`src/rtl/uart_rx.sv`:
```
// UART receiver: 8N1 frames (plus one even-parity bit when UART_RX_PARITY_EN is defined),
// oversampled on clk with mid-bit sampling and one-cycle rx_valid/frame_err strobes.
module uart_rx #(
  parameter int CLK_FREQ  = 1000000,
  parameter int BAUD_RATE = 9600
) (
  input  logic       clk,
  input  logic       rst,
  input  logic       rx,
  output logic [7:0] rx_data,
  output logic       rx_valid,
  output logic       rx_busy,
`ifdef UART_RX_PARITY_EN
  output logic       frame_err,
  output logic       parity_err
`else
  output logic       frame_err
`endif
);

  localparam int CPB  = CLK_FREQ / BAUD_RATE;
  localparam int HALF = CPB / 2;
  localparam int CW   = $clog2(CPB);
  localparam logic [CW-1:0] CNT_LAST  = CW'(CPB - 1);
  localparam logic [CW-1:0] HALF_LAST = CW'(HALF - 1);

  if (CPB < 4) begin : g_bad_cpb
    $error("uart_rx: CLK_FREQ/BAUD_RATE must be at least 4");
  end

  typedef enum logic [2:0] {
    WAIT_HIGH,
    IDLE,
    START,
    DATA,
`ifdef UART_RX_PARITY_EN
    PARITY,
`endif
    STOP
  } state_t;

  state_t        state, state_next;
  logic          rx_meta, rx_s;
  logic [1:0]    sync_ok;
  logic [CW-1:0] cnt;
  logic [2:0]    idx;
  logic [7:0]    shift;
  logic          cnt_clr, sample_data, stop_ok, stop_bad;
`ifdef UART_RX_PARITY_EN
  logic          sample_par, par_bit, par_bad;
`endif

  always_ff @(posedge clk) begin
    if (rst) state <= WAIT_HIGH;
    else     state <= state_next;
  end

  // sync_ok keeps WAIT_HIGH from trusting the reset value of the synchronizer
  // until real line samples have propagated through both flops.
  always_comb begin
    state_next  = state;
    cnt_clr     = 1'b0;
    sample_data = 1'b0;
    stop_ok     = 1'b0;
    stop_bad    = 1'b0;
`ifdef UART_RX_PARITY_EN
    sample_par  = 1'b0;
`endif
    case (state)
      WAIT_HIGH: if (rx_s && sync_ok[1]) state_next = IDLE;
      IDLE: if (!rx_s) begin
        cnt_clr    = 1'b1;
        state_next = START;
      end
      START: if (cnt == HALF_LAST) begin
        if (!rx_s) begin
          cnt_clr    = 1'b1;
          state_next = DATA;
        end else begin
          state_next = IDLE;
        end
      end
      DATA: if (cnt == CNT_LAST) begin
        cnt_clr     = 1'b1;
        sample_data = 1'b1;
`ifdef UART_RX_PARITY_EN
        if (idx == 3'd7) state_next = PARITY;
`else
        if (idx == 3'd7) state_next = STOP;
`endif
      end
`ifdef UART_RX_PARITY_EN
      PARITY: if (cnt == CNT_LAST) begin
        cnt_clr    = 1'b1;
        sample_par = 1'b1;
        state_next = STOP;
      end
`endif
      STOP: if (cnt == CNT_LAST) begin
        cnt_clr = 1'b1;
        if (rx_s) begin
          stop_ok    = 1'b1;
          state_next = IDLE;
        end else begin
          stop_bad   = 1'b1;
          state_next = WAIT_HIGH;
        end
      end
      default: state_next = WAIT_HIGH;
    endcase
  end

  assign rx_busy = (state != WAIT_HIGH) && (state != IDLE);

`ifdef UART_RX_PARITY_EN
  assign par_bad = (par_bit != ^shift);
`endif

  always_ff @(posedge clk) begin
    if (rst) begin
      rx_meta    <= 1'b1;
      rx_s       <= 1'b1;
      sync_ok    <= 2'b00;
      cnt        <= '0;
      idx        <= '0;
      shift      <= '0;
      rx_data    <= 8'h00;
      rx_valid   <= 1'b0;
      frame_err  <= 1'b0;
`ifdef UART_RX_PARITY_EN
      par_bit    <= 1'b0;
      parity_err <= 1'b0;
`endif
    end else begin
      rx_meta   <= rx;
      rx_s      <= rx_meta;
      sync_ok   <= {sync_ok[0], 1'b1};
      cnt       <= cnt_clr ? '0 : cnt + 1'b1;
      if (state == START)   idx <= '0;
      else if (sample_data) idx <= idx + 3'd1;
      if (sample_data) shift[idx] <= rx_s;
      frame_err <= stop_bad;
`ifdef UART_RX_PARITY_EN
      if (sample_par) par_bit <= rx_s;
      rx_valid   <= stop_ok && !par_bad;
      parity_err <= stop_ok && par_bad;
      if (stop_ok && !par_bad) rx_data <= shift;
`else
      rx_valid <= stop_ok;
      if (stop_ok) rx_data <= shift;
`endif
    end
  end

endmodule

```
`config.mk`:
```
export PLATFORM = sky130hd
export DESIGN_NAME = uart_rx
export DESIGN_NICKNAME = d
export VERILOG_FILES = /design/src/rtl/uart_rx.sv
export SDC_FILE = /design/constraint.sdc
export NUM_CORES = 1
export LEC_CHECK = 0
export ABC_AREA = 1
export ABC_CLOCK_PERIOD_IN_PS = 3950
export BUFFER_PORTS_ARGS = -buffer_cell sky130_fd_sc_hd__buf_2
export CAP_MARGIN = 20
export CORE_MARGIN = 2
export CORE_UTILIZATION = 62
export CTS_CLUSTER_DIAMETER = 200
export DETAILED_ROUTE_END_ITERATION = 6
export GPL_TIMING_DRIVEN = 0
export PLACE_DENSITY = 0.91
export SYNTH_ARGS = -nofsm -noshare
export SYNTH_HDL_FRONTEND = slang
export SYNTH_SLANG_ARGS = --single-unit
export TNS_END_PERCENT = 5
```
`constraint.sdc`:
```
create_clock -name clk -period 3.95 [get_ports clk]
set_clock_uncertainty 0.15 [all_clocks]
set_input_delay 0.1975 -clock clk [delete_from_list [all_inputs] [get_ports clk]]
set_output_delay 0.1975 -clock clk [all_outputs]
set_load 0.01 [all_outputs]
```
==> metrics.txt <==
Die Span Y between 50 and 60 um; Syn Nets roughly 220; Ports 14; CTS tree built; DR pass1 iterations 4; first-pass GRT wire length 4590 um; total power ~0.00075 W; Hold Crit Class flip-flop to flip-flop; die width about 54 um; max-cap viol count 0; CP Buf/Inv Count 2; average wire per standard cell 10.4 um; Finished Core Util 0.708; aggregate global-route resource usage 0.224; Clock Latency Late Sink 0.34 ns; area leader, netlist dfxtp_1; initial antenna violation count 0; register area 701 um2; FILL cells slightly below 200; Slew @ Worst Pin approximately 0.5 ns; number of global-route vias before repair roughly 1100; final setup TNS 0 ns; clock tree buffer depth 2; Buffers on Ports 13; most common cell after layout, fill and taps aside dfxtp_1; Crit-path slowest cell dfxtp_1; Syn-to-layout area delta 11.1%; Mapped Avg Cell Area approximately 7.4 um2; Post-synth top flop dfxtp_1; CP startpoint kind flip-flop; Syn Std Cell Area 1550 um2; grt total ovfl 0; post-synthesis register bit count 35; # diodes 0; Slowest Stage Delay on Critical Path around 0.36 ns; drt first-iter violations 32; Tcrit/Tclk final 0.455; Setup WS post-layout between 2 and 2.5 ns; Fmax achieved between 0.5 and 0.6 GHz; Max VDD drop roughly 0.43 mV; post-route cell area around 1700 um2; worst path required time 4.04 ns; critical path class flip-flop to flip-flop; Num Clock Sinks 35; core area about 2400 um2; Critical Path, Cell by Cell ha_1 -> nand2_1 -> nor2_2 -> nand2_4 -> inv_2 -> nand3_2 -> buf_4 -> o21ai_1 -> a21oi_1; HPWL Detailed 2000 um; Pwr Density between 400 and 500 nW/um2; Post-Place Setup Slack between 2 and 2.5 ns; Setup Viol. Count Final 0; # rows 18; placed cell area around 1700 um2; total wire length 2730 um; delay-heaviest family, CP simple AND/OR/NAND/NOR gates; RePlAce Congestion between 0.9 and 1; element type at the critical path end flip-flop; die footprint 2920 um2; RSZ-0062 raised after global routing false; Post-route DRC 0; Initial Util 0.637; vias per inst around 5.0; Synth top area share 0.452; status finished clean; share of synthesized registers carrying an async set or reset 0; via count between 1000 and 1500; Slew headroom 0.668; P_leak roughly 0.74 nW; Synth area leaders dfxtp_1 45%, nand2_1 8.0%, nor2_1 7.5%; crit path max fanout 10; fin. max-slew vios 0; Worst-path clk slew 0.10 ns; Cell variety after synth 26; multi-input logic area 701 um2; Cells after Synth approximately 210; YS warnings 0; Seq/Total Area, Yosys 0.452; most frequent cells in the layout 35 x dfxtp_1, 33 x nand2_1, 31 x nor2_1, 24 x inv_1, 16 x a21oi_1; layout cell share with drive strength beyond 1 0.177; Arr. time, crit path 1.88 ns; Fin. Hold Viols 0; CTS root buf clkbuf_4; remaining antenna violation count 0; EDFF count, synth 0; NumNets Final 237; largest net degree at the start of global routing 11; CTS Buf Count 5; H-tree levels 2; crit path time final between 1.5 and 2 ns
==> synth_stat cells (4+ instances only) <==
master    instances
o21ai_0           8
o21ai_1          10
inv_2             7
inv_1            24
nand2_1          33
nand3_1           8
nor2_2            5
a21oi_1          16
clkbuf_1          4
nand4_1           8
dfxtp_1          35
nor2_1           31
==> cell families (layout without fill, tap and decap cells) <==
| logic type | count (synthesis) | count (layout) | share of synthesized area |
|---|---|---|---|
| adder cells (fa/ha/maj) | 3 | 3 | 0.0242 |
| AND/OR/NAND/NOR | 92 | 92 | 0.275 |
| XOR/XNOR | 5 | 5 | 0.0283 |
| buffers and inverters | 38 | 61 | 0.0960 |
| flip-flops | 35 | 35 | 0.452 |
| AO/OA/AOI/OAI | 36 | 36 | 0.124 |
==> final timing paths <==
kind | from | to | slack [ns] | cells past startpoint
worst min register to register | sync_ok[0] | sync_ok[1] | 0.26 | 2
worst max-delay path | cnt[0] | rx_data[6] | 2.15 | 9
worst max register to register | cnt[0] | rx_data[6] | 2.15 | 9
worst min-delay path | sync_ok[0] | sync_ok[1] | 0.26 | 2
==> area by class of cell <==
cell class,instances,share of cell area
buffer,7,0.0189
clock buffer,7,0.0261
clock inverter,1,0.00290
inverter,31,0.0675
multi-input combinational,136,0.407
sequential,35,0.407
tap,30,0.0218
timing repair buffer,15,0.0494
==> layer usage <==
metal,global-route usage,part of all wire,up-vias
met4,0.133,0.022,0
met5,0,0,-
met1,0.266,0.47,581
met3,0.0583,0.033,7
met2,0.364,0.48,26
li1,-,-,709
==> state kept, by name (all words and copies together), names as in the netlist, 2 cells and up <==
signal	flops
idx	3
shift	8
sync_ok	2
cnt	7
rx_data	8
state	3
==> worst reg2reg max path, cell delays in order (launching register included) <==
cell and delay [ns]:
dfxtp_1 0.36, ha_1 0.25, nand2_1 0.09, nor2_2 0.17
nand2_4 0.08, inv_2 0.08, nand3_2 0.14, buf_4 0.22
o21ai_1 0.12, a21oi_1 0.05
==> through the flow <==
step           cells  hold WS (ns)
3_5_place_dp     252         0.236
5_1_grt          262         0.293
4_1_cts          262         0.269
6_report         262         0.264
3_3_place_gp     252         0.229
2_1_floorplan    209         0.151
==> power breakdown <==
| group | internal [W] | switching, W | leakage [nW] | total, W |
|---|---|---|---|---|
| clock network | 0.0000693 | 0.000111 | 0.0293 | 0.000180 |
| logic | 0.0000636 | 0.000117 | 0.430 | 0.000180 |
| registers | 0.000372 | 0.0000219 | 0.284 | 0.000393 |
| total | 0.000504 | 0.000249 | 0.743 | 0.000754 |
==> what timing repair did <==
action / CTS / global route
resized for setup: 0 / 0
buffers inserted: 0 / 0
endpoints found under the hold margin: 2 / 0
hold buffers: 2 / 0
No activity file was read; power rests on OpenSTA's default activity.
